<file path="src/rtl/evt_pkg.sv">
// Shared event-path definitions: index/mask widths and typedefs used by both
// the priority-encoder side and the one-hot event decoder.
package evt_pkg;

  localparam int IDX_W     = 3;
  localparam int N         = 2 ** IDX_W;
  localparam int DUP_CNT_W = 8;

  typedef logic [IDX_W-1:0] evt_idx_t;
  typedef logic [N-1:0]     evt_mask_t;

endpackage

</file>
<file path="src/rtl/onehot_dec.sv">
// Combinational IDX_W-to-2**IDX_W one-hot decoder with enable; output is all
// zeros when en is low.
module onehot_dec #(
  parameter int IDX_W = 3
) (
  input  logic [IDX_W-1:0]      idx,
  input  logic                  en,
  output logic [2**IDX_W-1:0]   onehot
);

  localparam int N = 2 ** IDX_W;

  for (genvar gi = 0; gi < N; gi++) begin : g_bit
    assign onehot[gi] = en && (idx == IDX_W'(gi));
  end

endmodule

</file>
<file path="src/rtl/onehot_event_decoder.sv">
// Decodes accepted event indices to one-hot strobes, tracks them in a pending
// bitmap cleared by ack, and flags/counts duplicates. ONEHOT_DEC_HOLD_EN makes
// dec_out hold the last accepted one-hot instead of pulsing.
module onehot_event_decoder
  import evt_pkg::*;
#(
  parameter int IDX_W     = evt_pkg::IDX_W,
  parameter int DUP_CNT_W = evt_pkg::DUP_CNT_W
) (
  input  logic                  clk,
  input  logic                  rst,
  input  logic [IDX_W-1:0]      in_idx,
  input  logic                  in_valid,
  output logic                  in_ready,
  output logic [2**IDX_W-1:0]   dec_out,
  output logic                  dec_valid,
  output logic [2**IDX_W-1:0]   pending,
  input  logic [2**IDX_W-1:0]   ack,
  output logic                  dup_err,
  output logic [DUP_CNT_W-1:0]  dup_cnt,
  input  logic                  err_clr
);

  localparam int NB = 2 ** IDX_W;

  logic [NB-1:0]        pending_reg, pending_next;
  logic [NB-1:0]        dec_out_reg, dec_out_next;
  logic                 dec_valid_reg;
  logic                 dup_err_reg, dup_err_next;
  logic [DUP_CNT_W-1:0] dup_cnt_reg, dup_cnt_next;
  logic [NB-1:0]        set_mask;
  logic                 accept;
  logic                 dup;

  // Full bitmap blocks new events unless some ack frees a slot this cycle.
  assign in_ready = !((&pending_reg) && !(|ack));
  assign accept   = in_valid && in_ready;

  onehot_dec #(.IDX_W(IDX_W)) u_dec (
    .idx    (in_idx),
    .en     (accept),
    .onehot (set_mask)
  );

  // A same-cycle ack of the bit makes the new event legitimate, not a duplicate.
  assign dup = |(set_mask & pending_reg & ~ack);

  always_comb begin
    pending_next = (pending_reg & ~ack) | set_mask;
`ifdef ONEHOT_DEC_HOLD_EN
    dec_out_next = accept ? set_mask : dec_out_reg;
`else
    dec_out_next = set_mask;
`endif
    dup_err_next = dup || (dup_err_reg && !err_clr);
    dup_cnt_next = dup_cnt_reg;
    if (dup) begin
      if (err_clr)
        dup_cnt_next = DUP_CNT_W'(1);
      else if (!(&dup_cnt_reg))
        dup_cnt_next = dup_cnt_reg + 1'b1;
    end else if (err_clr) begin
      dup_cnt_next = '0;
    end
  end

  always_ff @(posedge clk) begin
    if (rst) begin
      pending_reg   <= '0;
      dec_out_reg   <= '0;
      dec_valid_reg <= 1'b0;
      dup_err_reg   <= 1'b0;
      dup_cnt_reg   <= '0;
    end else begin
      pending_reg   <= pending_next;
      dec_out_reg   <= dec_out_next;
      dec_valid_reg <= accept;
      dup_err_reg   <= dup_err_next;
      dup_cnt_reg   <= dup_cnt_next;
    end
  end

  assign pending   = pending_reg;
  assign dec_out   = dec_out_reg;
  assign dec_valid = dec_valid_reg;
  assign dup_err   = dup_err_reg;
  assign dup_cnt   = dup_cnt_reg;

endmodule

</file>
<file path="config.mk">
export PLATFORM = sky130hd
export DESIGN_NAME = onehot_event_decoder
export DESIGN_NICKNAME = d
export VERILOG_FILES = /design/src/rtl/evt_pkg.sv /design/src/rtl/onehot_dec.sv /design/src/rtl/onehot_event_decoder.sv
export SDC_FILE = /design/constraint.sdc
export NUM_CORES = 1
export LEC_CHECK = 0
export ABC_CLOCK_PERIOD_IN_PS = 3050
export BUFFER_PORTS_ARGS = -buffer_cell sky130_fd_sc_hd__clkbuf_2
export CAP_MARGIN = 30
export CORE_AREA = 2 2 54 56
export DETAILED_ROUTE_END_ITERATION = 8
export DIE_AREA = 0 0 56 58
export PLACE_DENSITY = 0.71
export REMOVE_ABC_BUFFERS = 1
export SYNTH_ARGS = -nofsm -noshare
export SYNTH_HDL_FRONTEND = slang
export SYNTH_SLANG_ARGS = --single-unit
</file>
<file path="constraint.sdc">
create_clock -name clk -period 3.05 [get_ports clk]
set_input_delay 0.4575 -clock clk [delete_from_list [all_inputs] [get_ports clk]]
set_output_delay 0.4575 -clock clk [all_outputs]
set_load 0.02 [all_outputs]
</file>
==> impl_metrics.py <==
metrics = {
    "sta": {
        "finalCritPeriodShare": 0.688,
        "hold-worst-slack_ns": 0.364,
        "hold_violations": 0,
        "slew_headroom": 0.654,
        "maxSlewViolCount": 0,
        "fin_crit_ns": 2.10,
        "setup_violations": 0,
        "tns_ns": 0,
        "rsz0062_at_grt": "no",
        "final.setup_skew_ns": 0.00692,
        "clock.fmax_mhz": 476,
        "worst_pin_slew_ns": 0.512,
    },
    "setup_path": {
        "required_ns": 3.30,
        "start_kind": "flip-flop",
        "arrival_ns": 2.35,
        "reg2reg_slack_ns": 0.95,
        "cp_max_fo": 15,
        "endpoint_kind": "flip-flop",
        "crit_type": "flip-flop to flip-flop",
    },
    "yosys": {
        "synth_ff_type": "dfxtp_1",
        "synth_cell_type_count": 33,
        "ys_seq_elements": 26,
        "netlist_area_um2": 1140,
        "synth_top_area_frac": 0.456,
        "synth-seq-area-share": 0.456,
        "synth.most_common_cell": "dfxtp_1",
        "synth-edff-count": 0,
        "ys_warn_count": 0,
        "yosys.area.top_type": "dfxtp_1",
        "synthCells": 123,
        "synth_common_cells": "dfxtp_1 (26), inv_1 (12), nor2_1 (8)",
        "avgSynthCellArea_um2": 9.28,
        "synthArstFlopShare": 0,
        "synth_area_leaders": "dfxtp_1 (46%), o32ai_1 (4.6%), inv_1 (3.9%)",
    },
    "global_route": {
        "grt_overflow": 0,
        "antenna_found_initial": 0,
        "grt_usage": 0.178,
        "grt_pass1_wl_mm": 4.66,
        "grt_pass1_vias": 1072,
        "grt_start_max_net_pins": 18,
    },
    "drt": {
        "drtAntennaViolNets": 0,
        "vias": 1111,
        "drtPass1Iterations": 4,
        "drt-vias-per-instance": 5.73,
        "wirelength_mm": 2.83,
        "wl_per_cell_um": 14.6,
        "drt_iter0_drc": 34,
        "drc": 0,
    },
    "job": {
        "drv_cap": 0,
    },
    "clock_network": {
        "numCtsBuffers": 3,
        "path_clk_slew_ns": 0.14,
        "htree_levels": 1,
        "cts_resized": 0,
        "cts_tree": "yes",
        "clockRootBuffer": "clkbuf_4",
        "cts_hold_buf": 0,
        "clkLatencyLatePin_ns": 0.31,
        "cts_setup_buffers": 0,
        "cts_buffer_depth": 2,
        "clock-sinks": 26,
    },
    "finish": {
        "multiInputGateArea_um2": 548,
        "antenna_cells": 0,
        "fillers": 261,
        "area_growth_pct": 22.1,
        "drive_gt1_frac": 0.319,
        "register_area_um2": 520,
        "nets": 180,
    },
    "placed_design": {
        "place_congestion": 0.855,
        "dp_hpwl_mm": 2.15,
        "io_buffers": 41,
    },
    "die": {
        "initial_core_util": 0.429,
        "design.portCount": 42,
        "dieWidth_um": 56,
        "dieHeight_um": 58,
        "core.rowCount": 19,
        "die_area_um2": 3250,
        "coreArea_um2": 2660,
    },
    "pwr": {
        "p_leak_nw": 0.559,
        "ir_worst_vdd_mv": 0.232,
        "power.density_nw_per_um2": 412,
    },
    "outcome": {
        "status": "complete, no violations",
    },
    "worst_hold_path": {
        "hold_class": "input pin to flip-flop",
    },
}
[layout by cell type (no fill, tap or decap)]
master,instances
nand3_1,1
inv_1,12
o311ai_0,1
nor3_1,4
o21ai_0,2
nand2_1,7
clkbuf_4,3
nand4_1,4
nor2_1,8
o31ai_1,5
or4_1,4
o32ai_1,6
and2_1,2
or2_2,4
and4_1,1
a31oi_1,2
nand3b_1,4
or3_1,1
nor4bb_1,4
o41ai_1,1
o31a_1,2
clkbuf_2,41
a41oi_1,1
or3b_2,1
ha_1,1
nand2b_1,2
dfxtp_1,26
o221a_2,1
a21oi_1,4
clkbuf_8,1
nor3b_1,4
mux4_2,1
o211ai_1,2
[cell families (layout without fill, tap and decap cells)]
group,after synthesis,count (layout),share of synthesized area
simple gates,51,51,0.272
buf+inv,17,57,0.0636
fa+ha+maj,1,1,0.0110
mux,1,1,0.0197
compound gates,27,27,0.178
flops,26,26,0.456
[critical path, cell delays in order (launching register included)]
cell     delay (ns)
dfxtp_1        0.37
inv_1          0.06
o31a_1         0.30
mux4_2         0.63
or4_1          0.54
a21oi_1        0.15
[layer usage]
layer | up-vias | wire [um] | GRT usage
met1 | 521 | 1280 | 0.220
met5 | - | 0 | 0
met4 | 0 | 33 | 0.0714
met3 | 4 | 185 | 0.0357
met2 | 48 | 1340 | 0.306
li1 | 538 | - | -
[stage by stage]
step                utilization  area, um2  cells  worst slack, ns  power, mW
floorplan                     -       1110    118            0.971      0.381
global placement          0.510       1360    190            0.823      0.409
detailed placement        0.510       1360    190            0.691      0.410
CTS                       0.523       1390    194            0.957      0.580
global route              0.523       1390    194            0.725      0.597
finish                    0.523       1390    194            0.950      0.574
[power breakdown]
part	total, mW	switching [mW]	internal (mW)
clock	0.170	0.0975	0.0728
combinational	0.0553	0.0363	0.0190
sequential	0.348	0.00315	0.345
total	0.574	0.137	0.437
[path summary, 6_finish.rpt]
check / startpoint / end / cells past startpoint
min: ack[7] / pending[7] / 2
max: pending[3] / dup_cnt[3] / 5
max reg2reg: pending[3] / dup_cnt[3] / 5
min reg2reg: dup_err / dup_err / 2
[area by class of cell]
| class | instances | area share |
|---|---|---|
| inverters | 12 | 0.0323 |
| multi-input cells | 80 | 0.393 |
| well taps | 31 | 0.0278 |
| flip-flops and latches | 26 | 0.373 |
| clock buffers | 4 | 0.0260 |
| repair buffers | 41 | 0.147 |
Power figures use the tool's default switching activity.
